**config.mk**
```make
export PLATFORM = sky130hd
export DESIGN_NAME = spi_sample_master
export DESIGN_NICKNAME = d
export VERILOG_FILES = /design/src/rtl/spi_pkg.sv /design/src/rtl/spi_clk_gen.sv /design/src/rtl/spi_sample_master.sv
export SDC_FILE = /design/constraint.sdc
export NUM_CORES = 1
export LEC_CHECK = 0
export CAP_MARGIN = 30
export CORE_AREA = 4 4 95 97
export CTS_CLUSTER_SIZE = 20
export DETAILED_ROUTE_END_ITERATION = 8
export DIE_AREA = 0 0 99 101
export HOLD_SLACK_MARGIN = 0.02
export REMOVE_ABC_BUFFERS = 1
export SKIP_LAST_GASP = 1
export SLEW_MARGIN = 20
export SYNTH_ARGS = -nofsm -noshare
export SYNTH_HDL_FRONTEND = slang
export SYNTH_SLANG_ARGS = --single-unit
```
**constraint.sdc**
```tcl
create_clock -name clk -period 1.9 [get_ports clk]
set_input_delay 0.475 -clock clk [delete_from_list [all_inputs] [get_ports clk]]
set_output_delay 0.475 -clock clk [all_outputs]
set_load 0.05 [all_outputs]
```
**src/rtl/spi_pkg.sv**
```systemverilog
// Shared definitions for the SPI sample master: FSM state encoding,
// word widths, bit-counter sizing and the SPI mode-0 clock constants.
package spi_pkg;

  localparam int unsigned DATA_W    = 16;
  localparam int unsigned CMD_W     = 8;
  localparam int unsigned BIT_CNT_W = 5;

  // SPI mode 0: clock idles low, data sampled on the rising edge
  localparam logic CPOL = 1'b0;
  localparam logic CPHA = 1'b0;

  typedef enum logic [2:0] {
    IDLE,
    SETUP,
    CMD,
    DATA,
    HOLD,
    OUT
  } state_t;

  // Bit counter runs across command and data without clearing in between,
  // so its terminal values are cumulative: 7 ends the command, 23 the frame.
  localparam logic [BIT_CNT_W-1:0] LAST_CMD_BIT = BIT_CNT_W'(CMD_W - 1);
  localparam logic [BIT_CNT_W-1:0] LAST_BIT     = BIT_CNT_W'(CMD_W + DATA_W - 1);

  // States in which the half-period counter runs (chip select asserted)
  function automatic logic frame_active(input state_t s);
    return (s == SETUP) || (s == CMD) || (s == DATA) || (s == HOLD);
  endfunction

  // States in which SCK is allowed to toggle
  function automatic logic sck_active(input state_t s);
    return (s == CMD) || (s == DATA);
  endfunction

endpackage

```
**src/rtl/spi_clk_gen.sv**
```systemverilog
// SCK half-period timer. Counts CLK_DIV clk cycles while enabled and
// raises a one-cycle tick in the last cycle of each half-period. When
// toggling is allowed, the tick is qualified into sck_rise / sck_fall
// strobes according to the current registered SCK level.
module spi_clk_gen
  import spi_pkg::*;
#(
  parameter int unsigned CLK_DIV = 4
) (
  input  logic clk,
  input  logic rst,
  input  logic en,
  input  logic toggle_en,
  input  logic sck_level,
  output logic tick,
  output logic sck_rise,
  output logic sck_fall
);

  localparam logic [7:0] CNT_LAST = 8'(CLK_DIV - 1);

  logic [7:0] cnt;

  // Half-period counter: held at zero when disabled, wraps after CLK_DIV cycles
  always_ff @(posedge clk or posedge rst) begin
    if (rst) begin
      cnt <= '0;
    end else if (!en || (cnt == CNT_LAST)) begin
      cnt <= '0;
    end else begin
      cnt <= cnt + 8'd1;
    end
  end

  // Strobes announce the edge that the FSM will register on the next clk
  always_comb begin
    tick     = en && (cnt == CNT_LAST);
    sck_rise = tick && toggle_en && (sck_level == CPOL);
    sck_fall = tick && toggle_en && (sck_level != CPOL);
  end

endmodule

```
**src/rtl/spi_sample_master.sv**
```systemverilog
// SPI mode-0 master that reads one 16-bit sample per frame: it shifts
// CMD_BYTE out on MOSI, then shifts 16 bits in from MISO (MSB first) and
// presents them through a valid/ready output buffer.
// Optional feature: define SPI_AUTO_SAMPLE_EN to add an internal period
// counter that requests a frame every SAMPLE_PERIOD clk cycles.
module spi_sample_master
  import spi_pkg::*;
#(
  parameter int unsigned CLK_DIV       = 4,
  parameter logic [7:0]  CMD_BYTE      = 8'h80,
  parameter int unsigned SAMPLE_PERIOD = 1000
) (
  input  logic              clk,
  input  logic              rst,
  input  logic              start,
  output logic              busy,
  output logic [DATA_W-1:0] sample_data,
  output logic              sample_valid,
  input  logic              sample_ready,
  output logic              spi_sck,
  output logic              spi_cs_n,
  output logic              spi_mosi,
  input  logic              spi_miso
);

  if ((CLK_DIV < 1) || (CLK_DIV > 255)) begin : g_bad_clk_div
    $error("spi_sample_master: CLK_DIV must be in 1..255");
  end

  if (SAMPLE_PERIOD < 1) begin : g_bad_period
    $error("spi_sample_master: SAMPLE_PERIOD must be at least 1");
  end

  if ((CPOL != 1'b0) || (CPHA != 1'b0)) begin : g_bad_mode
    $error("spi_sample_master: only SPI mode 0 is implemented");
  end

  state_t               state;
  logic [BIT_CNT_W-1:0] bit_cnt;
  logic [CMD_W-1:0]     cmd_sr;
  logic [DATA_W-1:0]    data_sr;
  logic                 miso_meta;
  logic                 miso_sync;
  logic                 start_req;
  logic                 tick;
  logic                 sck_rise;
  logic                 sck_fall;

`ifdef SPI_AUTO_SAMPLE_EN
  localparam logic [31:0] PERIOD_LAST = 32'(SAMPLE_PERIOD - 1);

  logic [31:0] period_cnt;

  // Free-running sample period counter
  always_ff @(posedge clk or posedge rst) begin
    if (rst) begin
      period_cnt <= '0;
    end else if (period_cnt == PERIOD_LAST) begin
      period_cnt <= '0;
    end else begin
      period_cnt <= period_cnt + 32'd1;
    end
  end

  // Auto pulse fires when the counter is at zero, so the first one lands on
  // the first edge after reset; it obeys the same ignore rules as the port.
  always_comb begin
    start_req = start | (period_cnt == '0);
  end
`else
  // Frames are requested only through the start port
  always_comb begin
    start_req = start;
  end
`endif

  // Two-flop synchronizer on the asynchronous MISO input
  always_ff @(posedge clk or posedge rst) begin
    if (rst) begin
      miso_meta <= 1'b0;
      miso_sync <= 1'b0;
    end else begin
      miso_meta <= spi_miso;
      miso_sync <= miso_meta;
    end
  end

  spi_clk_gen #(
    .CLK_DIV(CLK_DIV)
  ) u_clk_gen (
    .clk      (clk),
    .rst      (rst),
    .en       (frame_active(state)),
    .toggle_en(sck_active(state)),
    .sck_level(spi_sck),
    .tick     (tick),
    .sck_rise (sck_rise),
    .sck_fall (sck_fall)
  );

  // Frame sequencer with registered SPI pins and output buffer
  always_ff @(posedge clk or posedge rst) begin
    if (rst) begin
      state        <= IDLE;
      bit_cnt      <= '0;
      cmd_sr       <= '0;
      data_sr      <= '0;
      busy         <= 1'b0;
      sample_data  <= '0;
      sample_valid <= 1'b0;
      spi_sck      <= CPOL;
      spi_cs_n     <= 1'b1;
      spi_mosi     <= 1'b0;
    end else begin
      if (sample_valid && sample_ready) begin
        sample_valid <= 1'b0;
      end

      case (state)
        IDLE: begin
          // sample_valid is the pre-handshake value, so a start coinciding
          // with the consumer's accept is dropped rather than queued
          if (start_req && !sample_valid) begin
            state    <= SETUP;
            busy     <= 1'b1;
            spi_cs_n <= 1'b0;
            spi_mosi <= CMD_BYTE[CMD_W-1];
            cmd_sr   <= CMD_BYTE;
            bit_cnt  <= '0;
            data_sr  <= '0;
          end
        end

        SETUP: begin
          if (tick) begin
            state <= CMD;
          end
        end

        CMD: begin
          if (sck_rise) begin
            spi_sck <= ~CPOL;
          end else if (sck_fall) begin
            spi_sck <= CPOL;
            bit_cnt <= bit_cnt + 1'b1;
            if (bit_cnt == LAST_CMD_BIT) begin
              state    <= DATA;
              spi_mosi <= 1'b0;
            end else begin
              spi_mosi <= cmd_sr[CMD_W-2];
              cmd_sr   <= {cmd_sr[CMD_W-2:0], 1'b0};
            end
          end
        end

        DATA: begin
          if (sck_rise) begin
            spi_sck <= ~CPOL;
            data_sr <= {data_sr[DATA_W-2:0], miso_sync};
          end else if (sck_fall) begin
            spi_sck <= CPOL;
            bit_cnt <= bit_cnt + 1'b1;
            if (bit_cnt == LAST_BIT) begin
              state <= HOLD;
            end
          end
        end

        HOLD: begin
          if (tick) begin
            state        <= OUT;
            spi_cs_n     <= 1'b1;
            busy         <= 1'b0;
            sample_valid <= 1'b1;
            sample_data  <= data_sr;
          end
        end

        OUT: begin
          state <= IDLE;
        end

        default: begin
          state <= IDLE;
        end
      endcase
    end
  end

endmodule

```
==> metrics, run 1 <==
Total Power=2410 µW; FF+latch count, synth=55; io pins=26; worst vdd rail ir drop=0.469 mV; Worst setup EP type=register; TritonCTS buffer count=5; leading cell type in the layout, fill and taps excluded=dfrtp_1; CTS Buffer Depth=2; Setup Skew=~0.0047 ns; num rows=33; max-slew violation count=0; initial antenna violation count=0; Syn Inst Count=215; pre-CTS setup slack=roughly 0.0066 ns; Hold/Removal Path Class=reg2reg; post-route insts no fill=361; Die X=99 µm; EDFF count, synth=0; vias=1600; total die area=10000 µm²; hold_sp=miso_meta; Detailed Route WL=about 4500 µm; gr usage total=0.0963; number of hold violations in the final report=0; fill cell count=between 800 and 900; top_reg_cell synth=dfrtp_1; Antenna Violating Nets Remaining=0; Setup CP Type=reg2reg; max_slew headroom=0.708; sw frac=0.278; final setup vio count=0; Leakage=~0.0014 µW; Setup Buffers After CTS=0; Worst-Margin Slew=about 0.44 ns; CP startpoint=u_clk_gen.cnt[4]; crit share post-route=0.959; P per Cell Area=803 nW/µm²; Tmin final=between 1.5 and 2 ns; drt first pass iters=4; clock share of power=0.286; WL/cell=between 10 and 15 µm; Worst Path Arrival=approximately 2 ns; Net Switching=between 600 and 700 µW; DP Wirelength=3230 µm; commonest cells after routing, fill and taps aside=54 x dfrtp_1, 41 x nand2_1, 32 x buf_4; Avg Cell Area, Syn=approximately 11 µm²; CTS Sinks=55; Req. time, crit path=2.10 ns; Worst-Skew Late Latency=0.31 ns; Max-Cap Viols=0; fmax=0.549 GHz; register share of total power=0.581; H-tree Lvls=2; largest net degree at the start of global routing=32; mapped cell area=2400 µm²; crit path max fanout=19; Core Area=8130 µm²; combinational cell fraction of total power=0.133; IO Port Bufs=25; Final nets=around 260; Synth-to-Final Area Change=25.2%; Seq/Total Area, Yosys=0.574; initial drt markers=around 70; P_int=1740 µW; global route overflow=0; Worst-path clk slew=0.10 ns; Initial Util=0.295; Via density=between 4 and 5; worst reg2reg path startpoint=u_clk_gen.cnt[4]; YS warnings=0; Setup crit start kind=register; root cell of the clock tree=clkbuf_8; ys async rst share=1.00; placed insts=353; TritonCTS clock tree=done; first-pass GRT wire length=7820 µm; diode count=0; Final Wtd Congestion=approximately 0.76; vias in the first global route=1614; layout cells sized above 1=0.277; DRC Markers=0; Die Height=101 µm; post-route cell area=3000 µm²; distinct cell type count after synthesis=39; status=completed; Post-CTS Hold Buffers=0; Post-DP Area=2900 µm²; RSZ-0062 raised after global routing=no; PnR worst setup slack=0.0784 ns
-- final timing paths --
check | cells past startpoint | endpoint | slack [ns]
min in group asynchronous | 2 | u_clk_gen.cnt[6] | 0.49
hold / removal | 0 | miso_sync | 0.37
hold reg to reg | 0 | miso_sync | 0.37
max in group asynchronous | 3 | data_sr[12] | 0.95
setup / recovery | 5 | sample_data[5] | 0.08
setup reg to reg | 5 | sample_data[5] | 0.08
-- critical path: stages (launching register included) --
cell     delay [ns]
dfrtp_1        0.40
or4_4          0.61
nor2_8         0.15
nand3_4        0.08
buf_12         0.18
mux2_4         0.30
-- registers in the layout, summed over array words and instances (netlist names), 3 cells and up --
signal         count
data_sr           16
bit_cnt            5
u_clk_gen.cnt      8
sample_data       16
state              3
-- synth_stat cells, types with 3 or more instances --
library cell | count | area (µm²)
clkbuf_1 | 6 | 22.5
dfrtp_1 | 54 | 1350
inv_1 | 5 | 18.8
mux2_2 | 10 | 113
mux2_4 | 7 | 105
nand2_1 | 41 | 154
nand3_1 | 3 | 15.0
nand4_1 | 4 | 25.0
nor2_1 | 15 | 56.3
o21ai_0 | 22 | 110
xnor2_1 | 7 | 61.3
xor2_1 | 5 | 43.8
-- stage by stage --
stage                     utilization  hold slack [ns]  TNS [ns]
after global placement          0.357            0.346         0
after floorplan                     -            0.331     -6.05
after CTS                       0.369            0.378         0
after detailed placement        0.357            0.354         0
final                           0.369            0.372         0
after global routing            0.369            0.392         0
-- repair_timing --
item	CTS	global route
pin swaps	0	1
resized for setup	1	0
endpoints found under the setup margin	5	4
endpoints found under the hold margin	0	0
-- cell type report --
cell class | instances | area (µm²) | share of cell area
Timing Repair Buffer | 43 | 420 | 0.140
Clock buffer | 6 | 82.6 | 0.0275
Sequential cell | 55 | 1380 | 0.459
Clock inverter | 2 | 16.3 | 0.00542
Inverter | 5 | 18.8 | 0.00625
Multi-Input combinational cell | 145 | 956 | 0.318
Tap cell | 105 | 131 | 0.0438
-- logic make-up (layout without fill, tap and decap cells) --
group | Yosys count | count (layout) | synth area share
adders and majority gates | 2 | 2 | 0.0104
xor gates and xnor gates | 12 | 12 | 0.0438
AOI/OAI and AO/OA | 30 | 30 | 0.0683
buffers and inverters | 15 | 56 | 0.0282
and+or+nand+nor | 84 | 84 | 0.184
DFF | 55 | 55 | 0.574
muxes | 17 | 17 | 0.0908
-- metal layers --
layer	track usage	share of wire
met4	0.0284	0.012
met1	0.132	0.52
met2	0.149	0.43
met5	0	0
met3	0.0263	0.044
-- power by group through the flow --
stage	combinational [µW]	sequential, µW	clock (µW)
2_1_floorplan	171	1430	0
3_3_place_gp	314	1420	0
5_1_grt	360	1420	753
4_1_cts	326	1400	708
6_report	320	1400	691
3_5_place_dp	323	1430	0
Power figures use the tool's default switching activity.
==> inputs of run 2 (changes only) <==
--- a/config.mk
+++ b/config.mk
@@ -10,8 +10,10 @@
 export CTS_CLUSTER_SIZE = 20
 export DETAILED_ROUTE_END_ITERATION = 8
 export DIE_AREA = 0 0 99 101
+export DONT_BUFFER_PORTS = 1
 export HOLD_SLACK_MARGIN = 0.02
 export REMOVE_ABC_BUFFERS = 1
+export SKIP_CTS_REPAIR_TIMING = 1
 export SKIP_LAST_GASP = 1
 export SLEW_MARGIN = 20
 export SYNTH_ARGS = -nofsm -noshare
==> constraint.sdc (replaced) <==
create_clock -name clk -period 1.9 [get_ports clk]
set_input_delay 0.38 -clock clk [delete_from_list [all_inputs] [get_ports clk]]
set_output_delay 0.38 -clock clk [all_outputs]
set_load 0.05 [all_outputs]
==> run 2 against run 1 <==
  * Combinational power decreased by 18%
  * Setup slack better by 0.0029 ns
  * Critical path type unchanged
  * Critical endpoint is now sample_data[2]
  * Cell area shrank 8.0%
  * Critical path depth unchanged
  * Global-route usage fell by 0.48 points
==> metrics, run 2 (synthesis results as in run 1) <==
gr usage total=0.0916 (-0.00476); Req. time, crit path=2.11 ns (about the same); Die X=99 µm (unchanged); max-slew violation count=0 (unchanged); Detailed Route WL=4340 µm (-3.3%); worst reg2reg path startpoint=u_clk_gen.cnt[4]; final setup TNS=0 ns (unchanged); TritonCTS clock tree=done; Worst setup EP type=register; Synth-to-Final Area Change=15.2%; met2 wire length=1900 µm (-0.47%); final setup vio count=0 (unchanged); RSZ-0062 raised after global routing=no; Final nets=240 (-8.4%); CTS Buffer Depth=2 (unchanged); root cell of the clock tree=clkbuf_8; commonest cells after routing, fill and taps aside=54 x dfrtp_1, 41 x nand2_1, 22 x o21ai_0; Die Height=101 µm (unchanged); Worst-Margin Slew=0.623 ns (+0.184 ns); fmax=0.550 GHz (+0.16%); Initial Util=0.295 (unchanged); IO Port Bufs=0 (-100%); leading cell type in the layout, fill and taps excluded=dfrtp_1; post-route cell area=2760 µm² (-8.0%); TritonCTS buffer count=5 (unchanged); Tmin final=1.82 ns (-0.00287 ns); Leakage=0.00127 µW (-10%); vias in the first global route=1578 (-2.2%); first-pass GRT wire length=7530 µm (-3.7%); Antenna Violating Nets Remaining=0 (unchanged); diode count=0 (unchanged); Setup CP Type=reg2reg; Core Area=8130 µm² (unchanged); CP startpoint=u_clk_gen.cnt[4]; pre-CTS setup slack=-0.00983 ns (-0.0165 ns); worst vdd rail ir drop=0.387 mV (-17%); WL/cell=12.8 µm (+3.0%); layout cells sized above 1=0.226 (-0.0508); io pins=26 (unchanged); fill cell count=798 (-0.99%); drt first pass iters=4 (unchanged); PnR worst setup slack=0.0813 ns (+0.00287 ns); Hold/Removal Path Class=in2async; Worst-path clk slew=0.11 ns (about the same); Final Wtd Congestion=0.717 (-5.2%); DRC Markers=0 (unchanged); largest net degree at the start of global routing=32 (unchanged); max_slew headroom=0.584 (-0.124); H-tree Lvls=2 (unchanged); initial antenna violation count=0 (unchanged); number of hold violations in the final report=0 (unchanged); largest registers=data_sr: 16 flops, sample_data: 16 flops, u_clk_gen.cnt: 8 flops; Via density=4.52 (+1.9%); Setup crit start kind=register; P per Cell Area=855 nW/µm² (+6.4%); Worst-Skew Late Latency=0.31 ns (about the same); vias=1531 (-4.3%); crit share post-route=0.957 (-0.00151); num rows=33 (unchanged); DP Wirelength=3140 µm (-2.8%); Worst Path Arrival=2.03 ns (about the same); total die area=10000 µm² (unchanged); Post-DP Area=2660 µm² (-8.2%); CTS Sinks=55 (unchanged); wire length on met1=2180 µm (-6.0%); global route overflow=0 (unchanged); Top Layer Used=met4; crit path max fanout=16 (-3); status=completed; initial drt markers=82 (+19%); met3 WL=209 µm (+7.2%); Setup Skew=0.00773 ns (+0.00304 ns); Max-Cap Viols=0 (unchanged)
-- run 2: critical path: stages (launching register included) --
cell and delay [ns]:
dfrtp_1 0.40, or4_4 0.61, nor2_8 0.15, nand3_4 0.09, buf_12 0.17, mux2_4 0.30
-- run 2: worst paths after layout --
check                                  to  slack, ns  depth (start not counted)
max in group asynchronous  sample_data[8]       1.26                          2
setup / recovery           sample_data[2]       0.08                          5
min in group clk                miso_meta       0.09                          0
setup reg to reg           sample_data[2]       0.08                          5
hold reg to reg                 miso_sync       0.36                          0
hold / removal                 data_sr[0]       0.01                          1
-- run 2: routing by layer --
| layer | up-vias | GRT usage |
|---|---|---|
| met5 | - | 0 |
| met4 | 0 | 0.0252 |
| met3 | 4 | 0.0263 |
| met2 | 22 | 0.139 |
| met1 | 740 | 0.128 |
| li1 | 765 | - |
-- run 2: cell type report --
cell class / instances / area [µm²] / area share
multi-input cells: 145 / 956 / 0.346
repair buffers: 21 / 183 / 0.0661
flip-flops and latches: 55 / 1380 / 0.499
well taps: 105 / 131 / 0.0476
inverters: 5 / 18.8 / 0.00679
clock buffers: 5 / 68.8 / 0.0249
clock inverters: 3 / 27.5 / 0.00996
-- run 2: where the power goes --
part / internal, µW / switching, µW / leakage [µW]
Combinational: 117 / 146 / 0.000530
Clock: 274 / 410 / 0.0000467
Sequential: 1290 / 124 / 0.000693
Total: 1680 / 681 / 0.00127
-- run 2: per-stage QoR --
step	instances	hold WS, ns	power [µW]	utilization
6_report	339	0.0147	2360	0.340
5_1_grt	339	0.0674	2490	0.340
4_1_cts	339	0.0356	2400	0.339
3_5_place_dp	331	0.338	1710	0.327
3_3_place_gp	331	0.337	1690	0.327
2_1_floorplan	205	0.331	1600	-
